<file path="src/rtl/verdict_evaluator_if.sv">
// Bundle between the session controller / detector and verdict_evaluator.
// The slave side is the evaluator; the master side drives questions and samples.
interface verdict_evaluator_if #(
  parameter int CNT_W = 8,
  parameter int Q_W   = 4
);
  logic             start;
  logic             abort;
  logic             sample_valid;
  logic             alarm;
  logic             BP;
  logic             BR;
  logic             HB;
  logic             verdict_ack;
  logic             busy;
  logic             verdict_valid;
  logic             lie;
  logic [CNT_W-1:0] alarm_count;
  logic [2:0]       flag_mask;
  logic [Q_W-1:0]   question_id;
  logic [CNT_W-1:0] max_streak;

  modport master (
    output start, abort, sample_valid,
    output alarm, BP, BR, HB, verdict_ack,
    input  busy, verdict_valid, lie,
    input  alarm_count, flag_mask,
    input  question_id, max_streak
  );

  modport slave (
    input  start, abort, sample_valid,
    input  alarm, BP, BR, HB, verdict_ack,
    output busy, verdict_valid, lie,
    output alarm_count, flag_mask,
    output question_id, max_streak
  );
endinterface

</file>
<file path="src/rtl/verdict_evaluator.sv">
// Per-question lie/truth verdict over a window of detector samples.
// Define STREAK_DETECT_EN to add the consecutive-alarm streak rule.
module verdict_evaluator #(
  parameter int WINDOW        = 16,
  parameter int LIE_THRESH    = 4,
  parameter int CNT_W         = 8,
  parameter int Q_W           = 4,
  parameter int STREAK_THRESH = 3
) (
  input logic               clk,
  input logic               rst,
  verdict_evaluator_if.slave bus
);

  if (WINDOW < 1 || WINDOW > (2**CNT_W) - 1 ||
      LIE_THRESH < 1 || LIE_THRESH > WINDOW ||
      STREAK_THRESH < 1) begin : g_bad_cfg
    $error("verdict_evaluator: illegal parameters");
  end

  typedef enum logic [1:0] {
    IDLE,
    SAMPLE,
    HOLD
  } state_t;

  localparam logic [CNT_W-1:0] CMAX  = '1;
  localparam logic [CNT_W-1:0] WLAST = CNT_W'(WINDOW - 1);
  localparam logic [CNT_W-1:0] LT    = CNT_W'(LIE_THRESH);

  state_t           state_q, state_d;
  logic [CNT_W-1:0] cnt_q, cnt_d;
  logic [CNT_W-1:0] acnt_q, acnt_d;
  logic [2:0]       mask_q, mask_d;
  logic [Q_W-1:0]   qid_q, qid_d;
  logic             lie_q, lie_d;
  logic [CNT_W-1:0] acnt_inc;
  logic             hit_lie;
  logic             clear;

`ifdef STREAK_DETECT_EN
  localparam logic [CNT_W-1:0] ST = CNT_W'(STREAK_THRESH);
  logic [CNT_W-1:0] run_q, run_d;
  logic [CNT_W-1:0] maxs_q, maxs_d;
  logic [CNT_W-1:0] run_inc;
  logic [CNT_W-1:0] maxs_inc;
`endif

  always_comb begin
    state_d = state_q;
    cnt_d   = cnt_q;
    acnt_d  = acnt_q;
    mask_d  = mask_q;
    qid_d   = qid_q;
    lie_d   = lie_q;
    clear   = 1'b0;
    acnt_inc = (acnt_q == CMAX) ? acnt_q
             : acnt_q + CNT_W'(bus.alarm);
    // The final sample of the window is included in the verdict.
    hit_lie = (acnt_inc >= LT);
`ifdef STREAK_DETECT_EN
    run_d  = run_q;
    maxs_d = maxs_q;
    if (!bus.alarm)
      run_inc = '0;
    else if (run_q == CMAX)
      run_inc = run_q;
    else
      run_inc = run_q + 1'b1;
    maxs_inc = (run_inc > maxs_q) ? run_inc : maxs_q;
    hit_lie = hit_lie || (maxs_inc >= ST);
`endif
    unique case (state_q)
      IDLE: begin
        if (bus.start) begin
          state_d = SAMPLE;
          clear   = 1'b1;
        end
      end
      SAMPLE: begin
        if (bus.abort) begin
          state_d = IDLE;
        end else if (bus.sample_valid) begin
          cnt_d  = cnt_q + 1'b1;
          acnt_d = acnt_inc;
          mask_d = mask_q | {bus.BP, bus.BR, bus.HB};
`ifdef STREAK_DETECT_EN
          run_d  = run_inc;
          maxs_d = maxs_inc;
`endif
          if (cnt_q == WLAST) begin
            state_d = HOLD;
            lie_d   = hit_lie;
          end
        end
      end
      HOLD: begin
        if (bus.verdict_ack) begin
          qid_d = qid_q + 1'b1;
          if (bus.start) begin
            state_d = SAMPLE;
            clear   = 1'b1;
          end else begin
            state_d = IDLE;
          end
        end
      end
      default: state_d = IDLE;
    endcase
    if (clear) begin
      cnt_d  = '0;
      acnt_d = '0;
      mask_d = '0;
      lie_d  = 1'b0;
`ifdef STREAK_DETECT_EN
      run_d  = '0;
      maxs_d = '0;
`endif
    end
  end

  always_ff @(posedge clk or posedge rst) begin
    if (rst) begin
      state_q <= IDLE;
      cnt_q   <= '0;
      acnt_q  <= '0;
      mask_q  <= '0;
      qid_q   <= '0;
      lie_q   <= 1'b0;
    end else begin
      state_q <= state_d;
      cnt_q   <= cnt_d;
      acnt_q  <= acnt_d;
      mask_q  <= mask_d;
      qid_q   <= qid_d;
      lie_q   <= lie_d;
    end
  end

`ifdef STREAK_DETECT_EN
  always_ff @(posedge clk or posedge rst) begin
    if (rst) begin
      run_q  <= '0;
      maxs_q <= '0;
    end else begin
      run_q  <= run_d;
      maxs_q <= maxs_d;
    end
  end
  assign bus.max_streak = maxs_q;
`else
  assign bus.max_streak = '0;
`endif

  assign bus.busy          = (state_q != IDLE);
  assign bus.verdict_valid = (state_q == HOLD);
  assign bus.lie           = lie_q;
  assign bus.alarm_count   = acnt_q;
  assign bus.flag_mask     = mask_q;
  assign bus.question_id   = qid_q;

endmodule
</file>
<file path="src/flat_wrapper.sv">
// flat-port wrapper written by rule: the top's interface ports become plain ports
module verdict_evaluator_flat 
#(
  parameter int WINDOW        = 16,
  parameter int LIE_THRESH    = 4,
  parameter int CNT_W         = 8,
  parameter int Q_W           = 4,
  parameter int STREAK_THRESH = 3
)
  (clk, rst, bus_start, bus_abort, bus_sample_valid, bus_alarm, bus_BP, bus_BR, bus_HB, bus_verdict_ack, bus_busy, bus_verdict_valid, bus_lie, bus_alarm_count, bus_flag_mask, bus_question_id, bus_max_streak);
  verdict_evaluator_if #(.CNT_W(CNT_W), .Q_W(Q_W)) bus_i ();
  input logic clk;
  input logic rst;
  input wire logic [$bits(bus_i.start)-1:0] bus_start;
  input wire logic [$bits(bus_i.abort)-1:0] bus_abort;
  input wire logic [$bits(bus_i.sample_valid)-1:0] bus_sample_valid;
  input wire logic [$bits(bus_i.alarm)-1:0] bus_alarm;
  input wire logic [$bits(bus_i.BP)-1:0] bus_BP;
  input wire logic [$bits(bus_i.BR)-1:0] bus_BR;
  input wire logic [$bits(bus_i.HB)-1:0] bus_HB;
  input wire logic [$bits(bus_i.verdict_ack)-1:0] bus_verdict_ack;
  output wire logic [$bits(bus_i.busy)-1:0] bus_busy;
  output wire logic [$bits(bus_i.verdict_valid)-1:0] bus_verdict_valid;
  output wire logic [$bits(bus_i.lie)-1:0] bus_lie;
  output wire logic [$bits(bus_i.alarm_count)-1:0] bus_alarm_count;
  output wire logic [$bits(bus_i.flag_mask)-1:0] bus_flag_mask;
  output wire logic [$bits(bus_i.question_id)-1:0] bus_question_id;
  output wire logic [$bits(bus_i.max_streak)-1:0] bus_max_streak;
  assign bus_i.start = bus_start;
  assign bus_i.abort = bus_abort;
  assign bus_i.sample_valid = bus_sample_valid;
  assign bus_i.alarm = bus_alarm;
  assign bus_i.BP = bus_BP;
  assign bus_i.BR = bus_BR;
  assign bus_i.HB = bus_HB;
  assign bus_i.verdict_ack = bus_verdict_ack;
  assign bus_busy = bus_i.busy;
  assign bus_verdict_valid = bus_i.verdict_valid;
  assign bus_lie = bus_i.lie;
  assign bus_alarm_count = bus_i.alarm_count;
  assign bus_flag_mask = bus_i.flag_mask;
  assign bus_question_id = bus_i.question_id;
  assign bus_max_streak = bus_i.max_streak;
  verdict_evaluator #(.WINDOW(WINDOW), .LIE_THRESH(LIE_THRESH), .CNT_W(CNT_W), .Q_W(Q_W), .STREAK_THRESH(STREAK_THRESH)) u_core (.clk(clk), .rst(rst), .bus(bus_i));
endmodule
</file>
<file path="config.mk">
export PLATFORM = sky130hd
export DESIGN_NAME = verdict_evaluator_flat
export DESIGN_NICKNAME = d
export VERILOG_FILES = /design/src/rtl/verdict_evaluator_if.sv /design/src/rtl/verdict_evaluator.sv /design/src/flat_wrapper.sv
export SDC_FILE = /design/constraint.sdc
export NUM_CORES = 1
export LEC_CHECK = 0
export CAP_MARGIN = 20
export CORE_AREA = 2 2 66 68
export DETAILED_ROUTE_END_ITERATION = 10
export DIE_AREA = 0 0 68 70
export PLACE_DENSITY = 0.71
export SYNTH_ARGS = -nofsm -noshare
export SYNTH_HDL_FRONTEND = slang
export SYNTH_SLANG_ARGS = --single-unit
</file>
<file path="constraint.sdc">
create_clock -name clk -period 2.5 [get_ports clk]
set_input_delay 0.5 -clock clk [delete_from_list [all_inputs] [get_ports clk]]
set_output_delay 0.5 -clock clk [all_outputs]
set_load 0.005 [all_outputs]
</file>
Yosys cells after proc, flatten, opt, wreduce, memory -nomap -nowiden --
Cells that the tools add are included.
Cells by class: equality and inequality tests 9, mux-type cells 28, bitwise operators 1, order comparisons 1, add/sub/neg operators 3, reduce and logical (&&, ||, !) cells 9
Operators by type and width (count):
- 8-bit 2-to-1 mux | 9
- 3-bit 2-to-1 mux | 4
- 2-bit 2-to-1 mux | 5
- 8-bit by 1-bit adder with 8-bit output | 1
- 8-bit by 1-bit adder with 8-bit output, second input constant | 1
- 8-bit by 4-bit == test with 1-bit output, second input constant | 1
- 8-bit == test, second input constant | 1
- 8-bit by 3-bit greater-or-equal comparator with 1-bit output, second input constant | 1
- 1-bit 2-to-1 mux | 8
- 4-bit AND reduction | 2
- 2-bit nonzero test | 4
- 2-bit case mux with 3 select lines | 1
- 4-bit by 1-bit adder with 4-bit output, second input constant | 1
- 2-bit != test, second input constant | 2
- 3-bit by 2-bit != test with 1-bit output, second input constant | 1
- 3-bit != test, second input constant | 1
- 3-bit OR | 1
- 3-bit AND reduction | 1
- 2-bit by 1-bit == test with 1-bit output, second input constant | 1
- 2-bit == test, second input constant | 1
- 2-bit zero test | 1
- 2-bit by 1-bit != test with 1-bit output, second input constant | 1
- 1-bit case mux with 2 select lines | 1
- 2-bit AND reduction | 1
Word-level totals: output and inout bits 26, flip-flop bits (word level) 26, input bits 10, word-level logic and storage cells 57

Depth between registers and ports, before layout --
Gate-level depths: netlist of the first run.
word-level depth 8, gate-level depth with buffers 7, mapped depth without buffers 6

Worst setup path after synthesis of the first run --
No wires, ideal clock.
path type input port to flip-flop, start point in bus_alarm, end point reg u_core.lie_q, in the netlist u_core.bus.lie, buffers on the path 1, required time 2418 ps, library setup time 82 ps, arrival time 1738 ps, path slack 680 ps, stages on the path 7, path through ha_1 > ha_1 > buf_2 > and3_1 > o211a_1 > o211a_1 > a31oi_1
Between the ends: cells in the longest elaborated chain, start to end 8
RTL lines:
- from (decl) | line flat_wrapper.sv:17 | input wire logic [$bits(bus_i.alarm)-1:0] bus_alarm;
- 8-bit by 1-bit adder with 8-bit output | line verdict_evaluator.sv:58 | : acnt_q + CNT_W'(bus.alarm);
- 8-bit 2-to-1 mux | line verdict_evaluator.sv:57 | acnt_inc = (acnt_q == CMAX) ? acnt_q
- 8-bit by 3-bit greater-or-equal comparator with 1-bit output | line verdict_evaluator.sv:60 | hit_lie = (acnt_inc >= LT);
- 1-bit 2-to-1 mux | line verdict_evaluator.sv:91 | if (cnt_q == WLAST) begin
- 1-bit 2-to-1 mux | line verdict_evaluator.sv:83 | end else if (bus.sample_valid) begin
- 1-bit 2-to-1 mux | line verdict_evaluator.sv:81 | if (bus.abort) begin
- 1-bit 2-to-1 mux | line verdict_evaluator.sv:73 | unique case (state_q)
- 1-bit 2-to-1 mux | line verdict_evaluator.sv:110 | if (clear) begin
- to (signal assigned) | line verdict_evaluator.sv:136 | lie_q <= lie_d;
- to (decl) | line verdict_evaluator.sv:36 | logic lie_q, lie_d;
Every way passes these cells. The select of a mux whose other input is x is not followed. A chain may end at the register's enable or synchronous reset.

Worst setup path after layout of the first run --
Same ends and word-level chain as after synthesis.

==> metrics.txt, run 1 <==
# TYPE chip_impl_metric gauge
chip_impl_metric{name="die_area",unit="um2"} 4760
chip_impl_metric{name="timing.critical_path.fanout_max",unit=""} 8
chip_impl_metric{name="critical_path.max_stage_delay",unit="ps"} 400
chip_impl_info{name="crit_path_cell_trace",value="clkdlybuf4s50_1, ha_1, ha_1, and3_1, o211a_1, o211a_1, a31oi_1"} 1
chip_impl_metric{name="layout_setup_ws",unit="ps"} 504.7
chip_impl_metric{name="start_util",unit="%"} 37.89
chip_impl_info{name="synth_top_cells_by_area",value="dfrtp_1, buf_4, a21oi_1"} 1
chip_impl_metric{name="synth.distinct_cells",unit=""} 47
chip_impl_metric{name="grt_first_pass_wirelength",unit="mm"} 5.388
chip_impl_info{name="holdCritPathClass",value="reg -> reg"} 1
chip_impl_metric{name="finalCriticalPeriod",unit="ps"} 1995
chip_impl_metric{name="synth.cell_area",unit="um2"} 1570
chip_impl_metric{name="asyncSetResetFlopFracSynth",unit="%"} 100.0
chip_impl_info{name="unrepaired_setup_endpoints_after_global_routing",value="no"} 1
chip_impl_info{name="synth_top_area_cell",value="dfrtp_1"} 1
chip_impl_metric{name="htreeDepth",unit=""} 1
chip_impl_metric{name="clock_insertion_delay_worst_skew",unit="ps"} 280
chip_impl_metric{name="cts_setup_buffers",unit=""} 0
chip_impl_metric{name="vdd_drop_max",unit="mV"} 0.2495
chip_impl_info{name="slowest_stage_cell_crit_path",value="clkdlybuf4s50_1"} 1
chip_impl_metric{name="synth_warnings",unit=""} 0
chip_impl_metric{name="hold_viol",unit=""} 0
chip_impl_metric{name="sequential_share_of_the_synthesized_area",unit="%"} 41.43
chip_impl_metric{name="required",unit="ps"} 2710
chip_impl_metric{name="final_cell_area",unit="um2"} 1934
chip_impl_metric{name="detailed_place.area",unit="um2"} 1863
chip_impl_metric{name="boundary_pin_count",unit=""} 36
chip_impl_metric{name="syn_avg_cell_area",unit="um2"} 9.753
chip_impl_metric{name="critical_path_arrival",unit="ps"} 2200
chip_impl_metric{name="synth_simple_gate_area_share",unit="%"} 22.71
chip_impl_info{name="tritoncts_clock_tree",value="done"} 1
chip_impl_metric{name="number_of_instances_in_the_placed_design",unit=""} 239
chip_impl_info{name="largest_family_of_logic_cells_by_synthesized_area",value="simple AND/OR/NAND/NOR gates"} 1
chip_impl_metric{name="die_width",unit="um"} 68
chip_impl_metric{name="timing.final.max_slew_violations",unit=""} 0
chip_impl_info{name="crit_path_end_kind",value="register"} 1
chip_impl_metric{name="post_cts_resized",unit=""} 0
chip_impl_metric{name="pre_cts_ws",unit="ps"} 178.7
chip_impl_info{name="status",value="completed"} 1
chip_impl_metric{name="synthXorXnorAreaFrac",unit="%"} 2.231
chip_impl_metric{name="hpwlAfterDp",unit="mm"} 2.336
chip_impl_metric{name="globalRouteOverflowTotal",unit=""} 0
chip_impl_metric{name="antenna_violating_nets_post_route",unit=""} 0
chip_impl_metric{name="drive_gt1_share",unit="%"} 11.52
chip_impl_metric{name="num_rows",unit=""} 24
chip_impl_metric{name="multi_input_comb_area",unit="um2"} 817.0
chip_impl_metric{name="clock_skew",unit="ps"} 7.788
chip_impl_metric{name="numPortBuffers",unit=""} 27
chip_impl_metric{name="grt_util_all_layers",unit="%"} 14.68
chip_impl_metric{name="synth_register_bits",unit=""} 26
chip_impl_metric{name="cts-buffers-inserted",unit=""} 3
chip_impl_metric{name="layoutNonFillerInstCount",unit=""} 243
chip_impl_metric{name="post_drt_via_cell_ratio",unit=""} 5.148
chip_impl_metric{name="drt_pre_antenna_iters",unit=""} 4
chip_impl_metric{name="postCtsHoldBufs",unit=""} 0
chip_impl_metric{name="diodes",unit=""} 0
chip_impl_metric{name="synth_compound_area_share",unit="%"} 18.09
chip_impl_info{name="postSynth.topFlopCell",value="dfrtp_1"} 1
chip_impl_metric{name="core_area",unit="um2"} 4144
chip_impl_metric{name="dieHeight",unit="um"} 70
chip_impl_info{name="cts-root-buf",value="clkbuf_8"} 1
chip_impl_info{name="timing.setup.critical_path_class",value="in -> reg"} 1
chip_impl_metric{name="synthToLayoutAreaGrowth",unit="%"} 23.19
chip_impl_metric{name="finalSetupTns",unit="ps"} 0
chip_impl_metric{name="initial_antenna_violation_count",unit=""} 0
chip_impl_metric{name="max_cap_violations",unit=""} 0
chip_impl_metric{name="routed_wirelength",unit="mm"} 3.156
chip_impl_metric{name="max-clock-path-buffers",unit=""} 2
chip_impl_metric{name="final.fill_count",unit=""} 412
chip_impl_metric{name="drt_iter0_markers",unit=""} 79
chip_impl_metric{name="period_share",unit="%"} 79.81
chip_impl_metric{name="power.static_leakage",unit="nW"} 0.8617
chip_impl_info{name="worstSetupStartpointType",value="input port"} 1
chip_impl_metric{name="final-setup-viol-count",unit=""} 0
chip_impl_metric{name="post_synth_mux_area_share",unit="%"} 3.904
chip_impl_metric{name="vias",unit=""} 1251
chip_impl_metric{name="pwr_density_cell",unit="nW/um2"} 507.7
chip_impl_metric{name="post_drt_wl_per_cell",unit="um"} 12.99
chip_impl_metric{name="finalWeightedCongestion",unit=""} 0.8459
chip_impl_metric{name="grt_max_degree",unit=""} 27
chip_impl_metric{name="drc",unit=""} 0
chip_impl_metric{name="synth_adder_area_share",unit="%"} 3.187
chip_impl_metric{name="clk_pin_slew",unit="ps"} 100
chip_impl_metric{name="clkSinkCount",unit=""} 26
chip_impl_metric{name="nets",unit=""} 206
chip_impl_metric{name="yosysTopAreaCellShare",unit="%"} 41.43
chip_impl_metric{name="number_of_enable_flip_flop_cells_after_synthesis",unit=""} 0
chip_impl_metric{name="register_area",unit="um2"} 650.6
chip_impl_metric{name="synth_cells",unit=""} 161
chip_impl_metric{name="max_fclk",unit="MHz"} 501.2
chip_impl_metric{name="first_global_vias",unit=""} 1163
[layout by cell type, fill, tap and decap left out, types with 4 or more instances in the layout]
cell / Yosys / routed
dfrtp_1: 26 / 26
ha_1: 4 / 4
nand3_1: 8 / 8
nand2_1: 16 / 16
clkdlybuf4s50_1: 0 / 27
conb_1: 1 / 8
a21oi_1: 13 / 13
buf_4: 10 / 6
nand4_1: 4 / 4
nor2_1: 6 / 6
mux2i_1: 5 / 5
nand2b_1: 5 / 5
and2_1: 4 / 4
inv_1: 4 / 4
o21ai_0: 6 / 6
[final timing paths]
kind,start,endpoint,slack [ps],cells after the start
setup / recovery,bus_alarm,u_core.bus.lie,500,7
hold / removal,u_core.bus.question_id[3],u_core.bus.question_id[3],470,1
setup reg to reg,u_core.bus.alarm_count[0],u_core.bus.lie,660,6
hold reg to reg,u_core.bus.question_id[3],u_core.bus.question_id[3],470,1
max in group asynchronous,rst,u_core.cnt_q[2],1670,3
min in group asynchronous,rst,u_core.bus.alarm_count[4],570,3
[report_power, final]
| part | internal [mW] | switching, mW |
|---|---|---|
| Combinational | 0.0832 | 0.0803 |
| Sequential | 0.440 | 0.0222 |
| Clock | 0.215 | 0.141 |
[registers in the layout (all words and copies together) (netlist names)]
signal and count:
u_core.bus.alarm_count 8, u_core.cnt_q 8, u_core.bus.question_id 4, u_core.bus.flag_mask 3, u_core.state_q 2, u_core.bus.lie 1
[per-layer routing]
layer  GRT usage (%)  up-vias  part of all wire (%)
li1                -      629                     -
met1           20.14      591                    47
met2           22.55       26                    47
met3           2.576        5                   3.9
met4           6.000        0                   1.7
met5               0        -                     0
[worst max-delay path, delay by kind of cell]
kind            cells  cell delay, ps
compound gates      3             580
fa+ha+maj           2             500
buf+inv             1             400
simple gates        1             220
[synthesized netlist by cell type, types with 2 or more instances]
master,number
nand2b_1,5
and2_1,4
dfrtp_1,26
o211a_1,2
buf_4,10
and4_1,2
nand3_1,8
a21oi_1,13
a22o_1,3
a2111o_1,2
o2bb2ai_1,2
and3_1,3
ha_1,4
nand2_1,16
o21ai_0,6
o21ai_1,3
xnor2_1,3
a21boi_1,2
buf_6,3
nor2_1,6
nand4_1,4
mux2i_1,5
inv_1,4
a211oi_2,2
[logic make-up after synthesis]
group / after synthesis
xor+xnor: 4
fa+ha+maj: 4
other cells: 1
flops: 26
simple gates: 61
compound gates: 41
buf+inv: 18
mux: 6
[layout make-up]
class,instances,share of cell area (%)
clock buffers,3,2.135
clock inverters,1,1.552
inverters,4,0.7762
multi-input cells,124,42.24
flip-flops and latches,26,33.64
well taps,52,3.364
repair buffers,33,16.30
[metrics by stage]
step	utilization [%]	total power [mW]	hold WS, ps
2_1_floorplan	-	0.5754	464.7
3_3_place_gp	44.96	0.6350	455.8
3_5_place_dp	44.96	0.6379	457.8
4_1_cts	46.68	0.9971	474.6
5_1_grt	46.68	1.035	513.5
6_report	46.68	0.9822	467.0
(Power assumes the default switching activity.)
==> run 2: changes to the inputs <==
- clock period: 2.5 -> 1.85 ns (I/O delays scaled with it)
==> run 2 against run 1 <==
Sequential share of layout area down 1.8 points. Clock power grew 35%. Sequential power grew 34%. Count of clock-buffer cells in the layout unchanged. Die area unchanged. Via count rose by 7.9%. Combinational power up 57%. Largest power group unchanged.
==> metrics.txt, run 2 (synthesis results as in run 1) <==
# TYPE chip_impl_metric gauge
chip_impl_metric{name="pwr_density_cell",unit="nW/um2"} 665.4
chip_impl_metric{name="vias",unit=""} 1350
chip_impl_metric{name="num_rows",unit=""} 24
chip_impl_info{name="unrepaired_setup_endpoints_after_global_routing",value="no"} 1
chip_impl_metric{name="power.static_leakage",unit="nW"} 0.9491
chip_impl_metric{name="drive_gt1_share",unit="%"} 18.54
chip_impl_metric{name="post_drt_wl_per_cell",unit="um"} 12.82
chip_impl_metric{name="vdd_drop_max",unit="mV"} 0.2713
chip_impl_metric{name="drt_iter0_markers",unit=""} 175
chip_impl_metric{name="timing.final.max_slew_violations",unit=""} 0
chip_impl_metric{name="timing.critical_path.fanout_max",unit=""} 3
chip_impl_info{name="reg2reg_from",value="u_core.bus.alarm_count[0]"} 1
chip_impl_metric{name="max_cap_violations",unit=""} 0
chip_impl_info{name="crit_path_cell_trace",value="or2_2, clkdlybuf4s50_1"} 1
chip_impl_metric{name="antenna_violating_nets_post_route",unit=""} 0
chip_impl_metric{name="drt_pre_antenna_iters",unit=""} 4
chip_impl_metric{name="initial_antenna_violation_count",unit=""} 0
chip_impl_metric{name="diodes",unit=""} 0
chip_impl_info{name="worstSetupStartpointType",value="register"} 1
chip_impl_metric{name="fin_total_pwr",unit="mW"} 1.361
chip_impl_metric{name="globalRouteOverflowTotal",unit=""} 0
chip_impl_metric{name="post_drt_via_cell_ratio",unit=""} 5.253
chip_impl_metric{name="layout_setup_ws",unit="ps"} 57.64
chip_impl_metric{name="final-setup-viol-count",unit=""} 0
chip_impl_metric{name="cts-buffers-inserted",unit=""} 3
chip_impl_metric{name="clock_skew",unit="ps"} 6.380
chip_impl_metric{name="regToRegSetupSlack",unit="ps"} 200
chip_impl_metric{name="finalWeightedCongestion",unit=""} 0.8246
chip_impl_info{name="cts-root-buf",value="clkbuf_8"} 1
chip_impl_metric{name="final.fill_count",unit=""} 415
chip_impl_metric{name="register_area",unit="um2"} 650.6
chip_impl_info{name="tritoncts_clock_tree",value="done"} 1
chip_impl_metric{name="layoutNonFillerInstCount",unit=""} 257
chip_impl_info{name="crit_path_end_kind",value="primary output"} 1
chip_impl_info{name="layout_common_cells",value="clkdlybuf4s50_1, dfrtp_1, buf_4, nand2_1, a21oi_1"} 1
chip_impl_metric{name="core_area",unit="um2"} 4144
chip_impl_metric{name="critical_path_arrival",unit="ps"} 1420
chip_impl_metric{name="buffer_and_inverter_count_on_the_worst_path",unit=""} 1
chip_impl_metric{name="required",unit="ps"} 1480
chip_impl_metric{name="dieHeight",unit="um"} 70
chip_impl_info{name="critical_path.reg2reg.endpoint",value="u_core.bus.lie"} 1
chip_impl_metric{name="hold_viol",unit=""} 0
chip_impl_metric{name="boundary_pin_count",unit=""} 36
chip_impl_metric{name="period_share",unit="%"} 96.88
chip_impl_metric{name="htreeDepth",unit=""} 1
chip_impl_info{name="status",value="completed"} 1
chip_impl_metric{name="pre_cts_ws",unit="ps"} -225.3
chip_impl_metric{name="max_fclk",unit="MHz"} 557.9
chip_impl_metric{name="postCtsHoldBufs",unit=""} 0
chip_impl_metric{name="max-clock-path-buffers",unit=""} 2
chip_impl_metric{name="clk_pin_slew",unit="ps"} 100
chip_impl_info{name="holdCritPathClass",value="in -> async"} 1
chip_impl_info{name="slowest_stage_cell_crit_path",value="clkdlybuf4s50_1"} 1
chip_impl_metric{name="clock_insertion_delay_worst_skew",unit="ps"} 280
chip_impl_metric{name="grt_util_all_layers",unit="%"} 15.42
chip_impl_metric{name="finalCriticalPeriod",unit="ps"} 1792
chip_impl_metric{name="nets",unit=""} 220
chip_impl_metric{name="clkSinkCount",unit=""} 26
chip_impl_metric{name="first_global_vias",unit=""} 1304
chip_impl_metric{name="start_util",unit="%"} 37.89
chip_impl_metric{name="synthToLayoutAreaGrowth",unit="%"} 30.28
chip_impl_metric{name="routed_wirelength",unit="mm"} 3.295
chip_impl_metric{name="grt_max_degree",unit=""} 27
chip_impl_metric{name="numPortBuffers",unit=""} 27
chip_impl_metric{name="die_width",unit="um"} 68
chip_impl_metric{name="postLayoutCoreUtil",unit="%"} 49.37
chip_impl_metric{name="die_area",unit="um2"} 4760
chip_impl_metric{name="hpwlAfterDp",unit="mm"} 2.386
chip_impl_metric{name="grt_first_pass_wirelength",unit="mm"} 5.706
chip_impl_metric{name="critical_path.max_stage_delay",unit="ps"} 450
chip_impl_metric{name="number_of_instances_in_the_placed_design",unit=""} 248
chip_impl_metric{name="multi_input_comb_area",unit="um2"} 820.8
chip_impl_info{name="worst_path_dominant_cell_family",value="buffers and inverters"} 1
chip_impl_metric{name="reg2reg_depth",unit=""} 6
chip_impl_info{name="timing.setup.critical_path_class",value="reg -> out"} 1
chip_impl_metric{name="drc",unit=""} 0
run 2: worst min-delay path: stages:
cell and delay [ps]:
clkdlybuf4s50_1 400, inv_1 50, buf_4 310
run 2: metrics by stage:
stage	hold slack [ps]	area, um2	setup TNS [ps]
5_1_grt	479.5	2046	0
4_1_cts	457.7	2011	0
6_report	448.6	2046	0
2_1_floorplan	410.0	1597	0
3_5_place_dp	476.2	1931	-250.4
3_3_place_gp	456.1	1931	-177.8
run 2: routing by layer:
metal | vias to the layer above | part of all wire, % | track usage [%] | wire (um)
met4 | 0 | 2.1 | 7.333 | 70
li1 | 654 | - | - | -
met2 | 43 | 49 | 24.27 | 1601
met1 | 642 | 44 | 19.96 | 1442
met3 | 11 | 5.5 | 2.899 | 180
met5 | - | 0 | 0 | 0
run 2: cell type report:
cell class	instances	share of cell area, %
Multi-Input combinational cell	124	40.12
Sequential cell	26	31.80
Timing Repair Buffer	47	20.67
Tap cell	52	3.180
Clock buffer	3	2.018
Clock inverter	1	1.468
Inverter	4	0.7339
run 2: where the power goes:
group	internal [mW]	switching, mW
combinational	0.137	0.121
sequential	0.595	0.0265
clock	0.290	0.192
total	1.02	0.340
run 2: what timing repair did:
action                                  CTS  global route
gates resized for setup                   1             2
buffers inserted                          1             4
endpoints found under the setup margin    2             3
pin swaps                                 0             1
run 2: how the worst max path moves through the flow:
stage                                   start                end  slack [ps]  cells after the start
floorplan           u_core.bus.alarm_count[0]     u_core.bus.lie          80                      7
global placement                    bus_alarm     u_core.bus.lie        -180                      7
detailed placement                  bus_alarm     u_core.bus.lie        -230                      7
CTS                         u_core.state_q[0]  bus_verdict_valid           7                      2
global route                u_core.state_q[1]           bus_busy           8                      2
finish                      u_core.state_q[1]           bus_busy          60                      2
==> run 3: changes to the inputs <==
- CORE_AREA: 2 2 66 68 -> 5 5 69 71
- DIE_AREA: 0 0 68 70 -> 0 0 74 76
- SLEW_MARGIN: not set -> 30
==> run 3 against run 2 <==
Combinational power fell by 4%. First-iteration DRC count decreased by 57%. Final cell count down 2.3%. Hold slack improved by 4.4 ps. Highest routed layer unchanged. Routed wire length grew 3.0%. Critical endpoint is now u_core.bus.lie. Clock skew down 3.5 ps. Cell area down 3.0%.
==> metrics.txt, run 3 (synthesis results as in run 1) <==
# TYPE chip_impl_metric gauge
chip_impl_metric{name="initial_antenna_violation_count",unit=""} 0
chip_impl_metric{name="postLayoutCoreUtil",unit="%"} 47.54
chip_impl_metric{name="num_rows",unit=""} 24
chip_impl_metric{name="final.fill_count",unit=""} 401
chip_impl_metric{name="drt_pre_antenna_iters",unit=""} 6
chip_impl_metric{name="grt_first_pass_wirelength",unit="mm"} 5.796
chip_impl_metric{name="boundary_pin_count",unit=""} 36
chip_impl_metric{name="finalSetupTns",unit="ps"} 0
chip_impl_metric{name="max-clock-path-buffers",unit=""} 2
chip_impl_metric{name="antenna_violating_nets_post_route",unit=""} 0
chip_impl_metric{name="vdd_drop_max",unit="mV"} 0.2605
chip_impl_metric{name="numPortBuffers",unit=""} 27
chip_impl_metric{name="first_global_vias",unit=""} 1269
chip_impl_metric{name="fin_total_pwr",unit="mW"} 1.241
chip_impl_metric{name="core_area",unit="um2"} 4174
chip_impl_metric{name="clk_pin_slew",unit="ps"} 90
chip_impl_info{name="layout.cells.most_common",value="dfrtp_1"} 1
chip_impl_metric{name="finalWeightedCongestion",unit=""} 0.8309
chip_impl_info{name="slowest_stage_cell_crit_path",value="clkdlybuf4s50_1"} 1
chip_impl_metric{name="power_frac_clock",unit="%"} 30.1
chip_impl_metric{name="nets",unit=""} 214
chip_impl_metric{name="max_cap_violations",unit=""} 0
chip_impl_metric{name="critical_path_arrival",unit="ps"} 1970
chip_impl_info{name="holdCritPathClass",value="in -> async"} 1
chip_impl_info{name="tritoncts_clock_tree",value="done"} 1
chip_impl_metric{name="hpwlAfterDp",unit="mm"} 2.503
chip_impl_info{name="unrepaired_setup_endpoints_after_global_routing",value="no"} 1
chip_impl_metric{name="htreeDepth",unit=""} 1
chip_impl_metric{name="globalRouteOverflowTotal",unit=""} 0
chip_impl_metric{name="diodes",unit=""} 0
chip_impl_metric{name="postCtsHoldBufs",unit=""} 0
chip_impl_metric{name="drc",unit=""} 0
chip_impl_metric{name="max_fclk",unit="MHz"} 564.8
chip_impl_metric{name="hold_viol",unit=""} 0
chip_impl_metric{name="critical_path.max_stage_delay",unit="ps"} 400
chip_impl_metric{name="cellInternalPower",unit="uW"} 912.7
chip_impl_metric{name="post_drt_wl_per_cell",unit="um"} 13.52
chip_impl_metric{name="dieHeight",unit="um"} 76
chip_impl_metric{name="vias",unit=""} 1312
chip_impl_info{name="worstSetupStartpointType",value="input port"} 1
chip_impl_metric{name="finalCriticalPeriod",unit="ps"} 1771
chip_impl_info{name="crit_path_end_kind",value="register"} 1
chip_impl_metric{name="p_sw",unit="uW"} 328.2
chip_impl_info{name="layout_common_cells",value="dfrtp_1, clkdlybuf4s50_1, nand2_1, buf_4, a21oi_1"} 1
chip_impl_metric{name="buffer_and_inverter_count_on_the_worst_path",unit=""} 1
chip_impl_metric{name="cts-buffers-inserted",unit=""} 3
chip_impl_metric{name="switching_share",unit="%"} 26.45
chip_impl_metric{name="power_frac_seq",unit="%"} 50.1
chip_impl_metric{name="drive_gt1_share",unit="%"} 15.58
chip_impl_metric{name="required",unit="ps"} 2050
chip_impl_metric{name="power.static_leakage",unit="nW"} 0.9237
chip_impl_metric{name="grt_util_all_layers",unit="%"} 12.71
chip_impl_metric{name="timing.final.max_slew_violations",unit=""} 0
chip_impl_metric{name="period_share",unit="%"} 95.71
chip_impl_metric{name="pwr_density_cell",unit="nW/um2"} 625.3
chip_impl_metric{name="synthToLayoutAreaGrowth",unit="%"} 26.37
chip_impl_metric{name="die_area",unit="um2"} 5624
chip_impl_metric{name="timing.critical_path.fanout_max",unit=""} 4
chip_impl_metric{name="drt_iter0_markers",unit=""} 75
chip_impl_metric{name="clock_skew",unit="ps"} 2.917
chip_impl_info{name="cts-root-buf",value="clkbuf_8"} 1
chip_impl_metric{name="start_util",unit="%"} 37.62
chip_impl_metric{name="hold_slack",unit="ps"} 453.0
chip_impl_metric{name="register_area",unit="um2"} 650.6
chip_impl_metric{name="clock_insertion_delay_worst_skew",unit="ps"} 270
chip_impl_info{name="crit_path_cell_trace",value="clkdlybuf4s50_1, ha_1, ha_1, and3_1, o211a_1, o211a_1, a31oi_1"} 1
chip_impl_metric{name="routed_wirelength",unit="mm"} 3.393
chip_impl_metric{name="clkSinkCount",unit=""} 26
chip_impl_metric{name="grt_max_degree",unit=""} 27
chip_impl_metric{name="die_width",unit="um"} 74
chip_impl_metric{name="final-setup-viol-count",unit=""} 0
chip_impl_info{name="worst_path_dominant_cell_family",value="compound AO/OA/AOI/OAI gates"} 1
chip_impl_info{name="status",value="completed"} 1
chip_impl_metric{name="post_drt_via_cell_ratio",unit=""} 5.227
chip_impl_metric{name="comb_power_share",unit="%"} 19.8
chip_impl_metric{name="multi_input_comb_area",unit="um2"} 818.3
chip_impl_info{name="timing.setup.critical_path_class",value="in -> reg"} 1
## run 3: changes by cell type in the layout (fill, tap and decap cells not counted)
cell	previous run	this run
buf_4	20	14
ha_1	3	4
dlymetal6s2s_1	1	2
clkdlybuf4s50_1	26	25
clkbuf_8	3	4
ha_2	1	0
bufinv_16	1	0
## run 3: worst paths after layout
kind	from	to	slack (ps)	depth (start not counted)
worst min-delay path	rst	u_core.bus.question_id[2]	450	3
worst max-delay path	bus_alarm	u_core.bus.lie	80	7
worst max register to register	u_core.bus.alarm_count[0]	u_core.bus.lie	170	6
worst min register to register	u_core.bus.question_id[3]	u_core.bus.question_id[3]	490	1
max in group asynchronous	rst	u_core.bus.flag_mask[2]	1150	3
min in group clk	u_core.bus.question_id[3]	u_core.bus.question_id[3]	490	1
## run 3: timing repair
action | CTS | global route
buffers inserted | 1 | 0
resized for setup | 1 | 2
setup endpoints to repair | 2 | 2
endpoints found under the hold margin | 0 | 0
## run 3: routing by layer
metal	GRT usage [%]	vias up	wire [um]	part of all wire [%]
li1	-	639	-	-
met1	16.24	628	1496	44
met2	21.19	39	1662	49
met4	4.529	0	38	1.1
met3	2.111	6	196	5.8
met5	0	-	0	0
## run 3: tightest hold or removal path, stage by stage
cell,delay [ps]
clkdlybuf4s50_1,400
inv_1,50
buf_4,310
## run 3: layout make-up
type / instances / area share (%)
Clock buffer: 4 / 2.774
Tap cell: 52 / 3.279
Timing Repair Buffer: 41 / 19.17
Multi-Input combinational cell: 124 / 41.24
Sequential cell: 26 / 32.79
Inverter: 4 / 0.7566
## run 3: power by group through the flow
stage / logic, mW / clock network (mW) / registers [mW]
2_1_floorplan: 0.145 / 0 / 0.633
3_3_place_gp: 0.247 / 0 / 0.632
3_5_place_dp: 0.250 / 0 / 0.633
4_1_cts: 0.251 / 0.383 / 0.622
5_1_grt: 0.273 / 0.401 / 0.629
6_report: 0.246 / 0.373 / 0.622
## run 3: stage by stage
stage | worst slack (ps) | area (um2) | std cells
CTS | 4.581 | 1979 | 251
floorplan | 76.49 | 1597 | 168
global route | 7.400 | 1984 | 251
finish | 79.40 | 1984 | 251
global placement | -154.4 | 1916 | 246
detailed placement | -202.4 | 1916 | 246
